==> src/rtl/snake_dir_ctrl_pkg.sv <==
// Shared encodings for the snake direction controller.
//   dir_e   : movement directions, UP=0 RIGHT=1 DOWN=2 LEFT=3
//   state_e : game-control states, IDLE=0 RUN=1 PAUSE=2 OVER=3
//   is_reversal() : true when two directions point opposite ways
// The body and position logic use the same direction encoding.
package snake_dir_ctrl_pkg;

    typedef enum logic [1:0] {
        DIR_UP    = 2'd0,
        DIR_RIGHT = 2'd1,
        DIR_DOWN  = 2'd2,
        DIR_LEFT  = 2'd3
    } dir_e;

    typedef enum logic [1:0] {
        ST_IDLE  = 2'd0,
        ST_RUN   = 2'd1,
        ST_PAUSE = 2'd2,
        ST_OVER  = 2'd3
    } state_e;

    // Opposite directions differ only in bit 1 (UP/DOWN, RIGHT/LEFT).
    function automatic logic is_reversal(input logic [1:0] a, input logic [1:0] b);
        return (a ^ b) == 2'b10;
    endfunction

endpackage

==> src/rtl/snake_dir_ctrl_dir_fifo.sv <==
// Turn queue: 2-bit wide, QDEPTH deep FIFO of pending directions.
// Ports:
//   clk, rst      : clock, synchronous active-high reset
//   push, din     : enqueue din at the tail
//   pop           : dequeue the head (ignored when empty)
//   flush         : empty the queue (wins over push/pop)
//   head, tail    : oldest and newest entries (undefined when count==0)
//   count         : number of stored entries, 0..QDEPTH
// A push and a pop in the same cycle are both honoured; a push into a
// full queue is honoured only when the same-cycle pop frees a slot.
module snake_dir_ctrl_dir_fifo #(
    parameter  int QDEPTH = 2,
    localparam int CW     = $clog2(QDEPTH + 1),
    localparam int PW     = (QDEPTH > 1) ? $clog2(QDEPTH) : 1
) (
    input  logic          clk,
    input  logic          rst,
    input  logic          push,
    input  logic          pop,
    input  logic          flush,
    input  logic [1:0]    din,
    output logic [1:0]    head,
    output logic [1:0]    tail,
    output logic [CW-1:0] count
);

    logic [1:0]    mem_q [QDEPTH];
    logic [1:0]    mem_d [QDEPTH];
    logic [PW-1:0] rd_ptr_q, rd_ptr_d;
    logic [PW-1:0] wr_ptr_q, wr_ptr_d;
    logic [CW-1:0] count_q, count_d;
    logic          do_pop;
    logic          do_push;

    function automatic logic [PW-1:0] ptr_inc(input logic [PW-1:0] p);
        return (p == PW'(QDEPTH - 1)) ? '0 : p + 1'b1;
    endfunction

    function automatic logic [PW-1:0] ptr_dec(input logic [PW-1:0] p);
        return (p == '0) ? PW'(QDEPTH - 1) : p - 1'b1;
    endfunction

    always_comb begin
        do_pop   = pop && (count_q != '0);
        do_push  = push && ((count_q != CW'(QDEPTH)) || do_pop);
        mem_d    = mem_q;
        rd_ptr_d = rd_ptr_q;
        wr_ptr_d = wr_ptr_q;
        count_d  = count_q;
        if (flush) begin
            rd_ptr_d = '0;
            wr_ptr_d = '0;
            count_d  = '0;
        end else begin
            if (do_push) begin
                mem_d[wr_ptr_q] = din;
                wr_ptr_d        = ptr_inc(wr_ptr_q);
            end
            if (do_pop) begin
                rd_ptr_d = ptr_inc(rd_ptr_q);
            end
            unique case ({do_push, do_pop})
                2'b10:   count_d = count_q + 1'b1;
                2'b01:   count_d = count_q - 1'b1;
                default: count_d = count_q;
            endcase
        end
    end

    always_ff @(posedge clk) begin
        if (rst) begin
            for (int i = 0; i < QDEPTH; i++) begin
                mem_q[i] <= 2'd0;
            end
            rd_ptr_q <= '0;
            wr_ptr_q <= '0;
            count_q  <= '0;
        end else begin
            mem_q    <= mem_d;
            rd_ptr_q <= rd_ptr_d;
            wr_ptr_q <= wr_ptr_d;
            count_q  <= count_d;
        end
    end

    assign head  = mem_q[rd_ptr_q];
    assign tail  = mem_q[ptr_dec(wr_ptr_q)];
    assign count = count_q;

endmodule

==> src/rtl/snake_dir_ctrl.sv <==
// Snake direction controller: turns debounced key pulses into the movement
// direction and a one-cycle step strobe per move tick, buffering up to
// QDEPTH turns between ticks and owning the IDLE/RUN/PAUSE/OVER state.
// Ports:
//   clk, rst        : clock, synchronous active-high reset
//   key_*_v         : 1-cycle debounced button pulses (up/right/down/left/pause)
//   tick            : 1-cycle move-tick strobe
//   game_over       : collision level from the body logic
//   dir             : current direction (UP=0 RIGHT=1 DOWN=2 LEFT=3)
//   step            : 1-cycle strobe, the cycle after an accepted tick
//   state           : IDLE=0 RUN=1 PAUSE=2 OVER=3 (also the FSM debug view)
//   q_count         : queued turns
//   drop            : 1-cycle pulse, a direction press was rejected
// All outputs are registered.
module snake_dir_ctrl
    import snake_dir_ctrl_pkg::*;
#(
    parameter  int         QDEPTH   = 2,
    parameter  logic [1:0] INIT_DIR = 2'd1,
    localparam int         CW       = $clog2(QDEPTH + 1)
) (
    input  logic          clk,
    input  logic          rst,
    input  logic          key_up_v,
    input  logic          key_right_v,
    input  logic          key_down_v,
    input  logic          key_left_v,
    input  logic          key_pause_v,
    input  logic          tick,
    input  logic          game_over,
    output logic [1:0]    dir,
    output logic          step,
    output logic [1:0]    state,
    output logic [CW-1:0] q_count,
    output logic          drop
);

    state_e        state_q, state_d;
    logic [1:0]    dir_q, dir_d;
    logic          step_q, step_d;
    logic          drop_q, drop_d;

    logic [3:0]    keys;
    logic [1:0]    press_dir;
    logic          press_valid;
    logic          press_multi;

    logic [1:0]    fifo_head;
    logic [1:0]    fifo_tail;
    logic [CW-1:0] fifo_count;
    logic          fifo_push;
    logic          fifo_flush;

    logic          press_live;
    logic          tick_run;
    logic          pop_eff;
    logic [CW-1:0] count_after;
    logic [1:0]    last_dir;
    logic          reject;

    // One-hot press encoder: only a single direction pulse is a press.
    always_comb begin
        keys        = {key_left_v, key_down_v, key_right_v, key_up_v};
        press_valid = 1'b1;
        press_dir   = DIR_UP;
        unique case (keys)
            4'b0001: press_dir = DIR_UP;
            4'b0010: press_dir = DIR_RIGHT;
            4'b0100: press_dir = DIR_DOWN;
            4'b1000: press_dir = DIR_LEFT;
            default: press_valid = 1'b0;
        endcase
        press_multi = (keys != 4'b0000) && !press_valid;
    end

    // Qualification: the pop of a tick happens first, then the press is
    // compared with the newest direction that will exist after that pop.
    always_comb begin
        press_live  = (state_q == ST_IDLE) || ((state_q == ST_RUN) && !game_over);
        tick_run    = (state_q == ST_RUN) && tick && !key_pause_v && !game_over;
        pop_eff     = tick_run && (fifo_count != '0);
        count_after = fifo_count - CW'(pop_eff);
        if (count_after != '0) begin
            last_dir = fifo_tail;
        end else if (pop_eff) begin
            last_dir = fifo_head;
        end else begin
            last_dir = dir_q;
        end
        reject      = (press_dir == last_dir) || is_reversal(press_dir, last_dir) ||
                      (count_after == CW'(QDEPTH));
        fifo_push   = press_live && press_valid && !reject;
        drop_d      = press_live && (press_multi || (press_valid && reject));
        step_d      = tick_run;
    end

    // Game-control FSM plus direction update.
    always_comb begin
        state_d    = state_q;
        dir_d      = dir_q;
        fifo_flush = 1'b0;
        if (pop_eff) begin
            dir_d = fifo_head;
        end
        unique case (state_q)
            ST_IDLE: begin
                if (fifo_push) begin
                    state_d = ST_RUN;
                end
            end
            ST_RUN: begin
                if (game_over) begin
                    state_d    = ST_OVER;
                    fifo_flush = 1'b1;
                end else if (key_pause_v) begin
                    state_d = ST_PAUSE;
                end
            end
            ST_PAUSE: begin
                if (game_over) begin
                    state_d    = ST_OVER;
                    fifo_flush = 1'b1;
                end else if (key_pause_v) begin
                    state_d = ST_RUN;
                end
            end
            ST_OVER: begin
                if (key_pause_v) begin
                    state_d    = ST_IDLE;
                    dir_d      = INIT_DIR;
                    fifo_flush = 1'b1;
                end
            end
            default: state_d = ST_IDLE;
        endcase
    end

    always_ff @(posedge clk) begin
        if (rst) begin
            state_q <= ST_IDLE;
            dir_q   <= INIT_DIR;
            step_q  <= 1'b0;
            drop_q  <= 1'b0;
        end else begin
            state_q <= state_d;
            dir_q   <= dir_d;
            step_q  <= step_d;
            drop_q  <= drop_d;
        end
    end

    snake_dir_ctrl_dir_fifo #(
        .QDEPTH (QDEPTH)
    ) u_dir_fifo (
        .clk   (clk),
        .rst   (rst),
        .push  (fifo_push),
        .pop   (tick_run),
        .flush (fifo_flush),
        .din   (press_dir),
        .head  (fifo_head),
        .tail  (fifo_tail),
        .count (fifo_count)
    );

    assign dir     = dir_q;
    assign step    = step_q;
    assign state   = state_q;
    assign q_count = fifo_count;
    assign drop    = drop_q;

endmodule

==> config.mk <==
export PLATFORM = sky130hd
export DESIGN_NAME = snake_dir_ctrl
export DESIGN_NICKNAME = d
export VERILOG_FILES = /design/src/rtl/snake_dir_ctrl_pkg.sv /design/src/rtl/snake_dir_ctrl_dir_fifo.sv /design/src/rtl/snake_dir_ctrl.sv
export SDC_FILE = /design/constraint.sdc
export NUM_CORES = 1
export LEC_CHECK = 0
export BUFFER_PORTS_ARGS = -buffer_cell sky130_fd_sc_hd__buf_2
export CORE_MARGIN = 3
export CORE_UTILIZATION = 32
export CTS_CLUSTER_SIZE = 24
export DETAILED_ROUTE_END_ITERATION = 8
export GPL_TIMING_DRIVEN = 1
export PLACE_DENSITY = 0.53
export REMOVE_ABC_BUFFERS = 1
export SLEW_MARGIN = 0
export SYNTH_ARGS = -nofsm -noshare
export SYNTH_HDL_FRONTEND = slang
export SYNTH_SLANG_ARGS = --single-unit
==> constraint.sdc <==
create_clock -name clk -period 2.9 [get_ports clk]
set_input_delay 0.29 -clock clk [delete_from_list [all_inputs] [get_ports clk]]
set_output_delay 0.29 -clock clk [all_outputs]
set_load 0.02 [all_outputs]
==> metrics.cfg <==
[outcome]
status = finished, final reports clean

[critical_path]
rrSetupSlack_ps = 480
timing.critical_path.fanout_max = 6
timing.rr.start = state[1]
r2r_cells = 8
worst_path_largest_cell_delay_ps = 540
criticalPathCategory = flop to flop
critical-path-slowest-cell = sky130_fd_sc_hd__or4b_4
end_kind = flop
worstPathRequired_ps = 3070
cp_cell_instances = inv_1, ha_1, nand4bb_1, or4b_4, nand4_2, nand4_4, or3_4, mux2i_1
worst_ep_arrival_time_ps = 2590
r2r-end = u_dir_fifo.mem_q[3]
critPathLaunchType = flop

[place]
place.gp.congestion = 0.839
place.detailed.hpwl_um = 1580
io_buffers = 16

[drt]
ant_nets = 0
vias = 784
drt_iter0_drc = 24
viasPerCell = 5.23
drt_drc_violations_left = 0
drt_wl_total_um = 2050
routed_wire_length_per_instance_um = 13.7
first_pass_iters = 4

[hold_path]
whs_path_depth = 2
hold_path.class = input pin to flop
worstHoldStart = rst
whs_endpoint = step

[synth]
synthCells = 101
synth.avg_cell_area_um2 = 9.01
seq_area_frac_synth = 0.308
number_of_distinct_standard_cells_referenced_by_the_synthesized_netlist = 39
yosys_register_bits = 14
netlist_area_um2 = 910
ys_warn_count = 0

[sta]
max-slew-margin-rel = 0.559
period_share = 0.833
setup-violations-final = 0
final_hold_violating_endpoints = 0
finalWorstPathRequiredPeriod_ps = 2420
clock_skew_ps = 11.3
worst-slew-pin-transition_ps = 655
post_route_hold_slack_ps = 244
max_freq_ghz = 0.414
rsz0062_at_grt = no
drv_slew = 0
timing.setup.tns_ps = 0

[die]
floorplan.io_pins = 17
effective_utilization_at_floorplan = 0.351
placementRows = 18
die-width_um = 59.3
dieArea_mm2 = 0.00352
core_region_area_mm2 = 0.00259
die_height_um = 59.3

[clock_network]
hold_buffers = 0
clock_sink_count = 14
cts_resized = 0
ctsRootBufferMaster = sky130_fd_sc_hd__clkbuf_4
insertion_delay_ps = 290
cts_setup_buffers = 0
cts_tree = done
clk_pin_slew_ps = 100
tritoncts.num_buffers = 3
ctsLongestPathBuffers = 2
cts_max_level = 1

[final_layout]
drive_gt1_frac = 0.250
area.growth.synth_to_final_pct = 16.8
final_common_cell = sky130_fd_sc_hd__buf_2
antennaDiodeCount = 0
final_net_count = 135
most-common-layout-cells = sky130_fd_sc_hd__buf_2, sky130_fd_sc_hd__dfxtp_1, sky130_fd_sc_hd__nor2_1
final_design_utilization = 0.410

[power_and_ir_drop]
power_switching_uw = 259
vdd_drop_max_mv = 0.334
p_total_uw = 673
portion_of_total_power_attributed_to_sequential_cells = 0.363
share_comb_of_total_power = 0.417
power.static_leakage_uw = 0.000439
power.density_mw_per_mm2 = 633
intPower_uw = 414
power.share.switching = 0.385
clock_power_share = 0.221

[grt]
grt_overflow_total = 0
gr-usage-all-layers = 0.135
antenna_found_initial = 0
grt_start_max_net_pins = 11
grt_pass1_vias = 782
grt_first_pass_wirelength_um = 3550

[job]
max-cap-violations = 0

registers in the layout, indices dropped and copies added (netlist names):
register / count
dir: 2
u_dir_fifo.mem_q: 4
u_dir_fifo.rd_ptr_q: 1
u_dir_fifo.count: 2
step: 1
state: 2
u_dir_fifo.wr_ptr_q: 1
drop: 1
final cells by class:
| class | count | area (µm²) |
|---|---|---|
| inverters | 7 | 26.3 |
| multi-input cells | 78 | 594 |
| repair buffers | 17 | 87.6 |
| fillers | 259 | 1530 |
| well taps | 30 | 37.5 |
| clock buffers | 4 | 36.3 |
| flip-flops and latches | 14 | 280 |
cells by family (layout without fill, tap and decap cells):
kind of cell / Yosys count / in the layout / synth area share
multiplexers: 8 / 8 / 0.0894
flip-flops: 14 / 14 / 0.308
AND/OR/NAND/NOR: 36 / 36 / 0.238
adder cells (fa/ha/maj): 5 / 5 / 0.0688
buffers and inverters: 9 / 28 / 0.0385
AO/OA/AOI/OAI: 22 / 22 / 0.190
XOR/XNOR: 7 / 7 / 0.0674
through the flow:
step / area [µm²] / setup WS [ps] / cells
6_report: 1060 / 483 / 150
4_1_cts: 1060 / 497 / 150
3_3_place_gp: 1030 / 583 / 146
3_5_place_dp: 1030 / 528 / 146
5_1_grt: 1060 / 321 / 150
2_1_floorplan: 901 / 434 / 99
synthesized netlist by cell type:
| cell | instances | share of area |
|---|---|---|
| sky130_fd_sc_hd__dfxtp_1 | 14 | 0.31 |
| sky130_fd_sc_hd__nor2_1 | 10 | 0.041 |
| sky130_fd_sc_hd__nand2_1 | 9 | 0.037 |
| sky130_fd_sc_hd__mux2i_1 | 7 | 0.077 |
| sky130_fd_sc_hd__inv_1 | 6 | 0.025 |
| sky130_fd_sc_hd__ha_1 | 5 | 0.069 |
| sky130_fd_sc_hd__xnor2_1 | 5 | 0.048 |
| sky130_fd_sc_hd__a21oi_1 | 4 | 0.022 |
| sky130_fd_sc_hd__nand3_1 | 4 | 0.022 |
| sky130_fd_sc_hd__o21ai_0 | 4 | 0.022 |
| sky130_fd_sc_hd__a22oi_1 | 2 | 0.017 |
| sky130_fd_sc_hd__a31o_1 | 2 | 0.019 |
| sky130_fd_sc_hd__nor2b_1 | 2 | 0.014 |
| sky130_fd_sc_hd__xor2_1 | 2 | 0.019 |
| sky130_fd_sc_hd__a2111oi_2 | 1 | 0.017 |
| sky130_fd_sc_hd__a211o_1 | 1 | 0.0096 |
| sky130_fd_sc_hd__a21o_1 | 1 | 0.0083 |
| sky130_fd_sc_hd__a21o_2 | 1 | 0.0096 |
| sky130_fd_sc_hd__a221o_1 | 1 | 0.011 |
| sky130_fd_sc_hd__a2bb2oi_1 | 1 | 0.0096 |
| sky130_fd_sc_hd__a31o_4 | 1 | 0.019 |
| sky130_fd_sc_hd__a31oi_1 | 1 | 0.0069 |
| sky130_fd_sc_hd__and3_1 | 1 | 0.0069 |
| sky130_fd_sc_hd__buf_2 | 1 | 0.0055 |
| sky130_fd_sc_hd__clkbuf_1 | 1 | 0.0041 |
| sky130_fd_sc_hd__clkinv_1 | 1 | 0.0041 |
| sky130_fd_sc_hd__mux2_2 | 1 | 0.012 |
| sky130_fd_sc_hd__nand2b_1 | 1 | 0.0069 |
| sky130_fd_sc_hd__nand4_2 | 1 | 0.014 |
| sky130_fd_sc_hd__nand4_4 | 1 | 0.023 |
| sky130_fd_sc_hd__nand4bb_1 | 1 | 0.012 |
| sky130_fd_sc_hd__nor3_1 | 1 | 0.0055 |
| sky130_fd_sc_hd__nor3b_2 | 1 | 0.014 |
| sky130_fd_sc_hd__nor4_1 | 1 | 0.0069 |
| sky130_fd_sc_hd__o211a_1 | 1 | 0.011 |
| sky130_fd_sc_hd__o211ai_1 | 1 | 0.0083 |
| sky130_fd_sc_hd__or3_1 | 1 | 0.0069 |
| sky130_fd_sc_hd__or3_4 | 1 | 0.012 |
| sky130_fd_sc_hd__or4b_4 | 1 | 0.015 |
power by group through the flow:
| stage | clock network (µW) | registers [µW] | logic (µW) |
|---|---|---|---|
| after floorplan | 0 | 265 | 194 |
| after global placement | 0 | 248 | 280 |
| after detailed placement | 0 | 248 | 278 |
| after CTS | 153 | 244 | 280 |
| after global routing | 166 | 249 | 311 |
| final | 149 | 244 | 280 |
worst max-delay path: cells and delay by family, from the launching register on:
| kind | cells | cell delay (ps) |
|---|---|---|
| and+or+nand+nor | 5 | 1450 |
| DFF | 1 | 370 |
| adders and majority gates | 1 | 230 |
| buffers and inverters | 1 | 140 |
| muxes | 1 | 120 |
worst max path at each step:
stage                     startpoint                   to  slack (ps)
after floorplan             state[0]  u_dir_fifo.mem_q[3]         430
after global placement      state[1]  u_dir_fifo.mem_q[3]         580
after detailed placement    state[1]  u_dir_fifo.mem_q[3]         530
after CTS                   state[1]  u_dir_fifo.mem_q[3]         500
after global routing        state[1]  u_dir_fifo.count[1]         320
final                       state[1]  u_dir_fifo.mem_q[3]         480
routing by layer:
metal / GRT usage / share of wire / vias up
li1: - / - / 401
met1: 0.174 / 0.49 / 371
met2: 0.212 / 0.47 / 10
met3: 0.0283 / 0.027 / 2
met4: 0.0647 / 0.0073 / 0
met5: 0 / 0 / -
No activity file was read; power rests on OpenSTA's default activity.
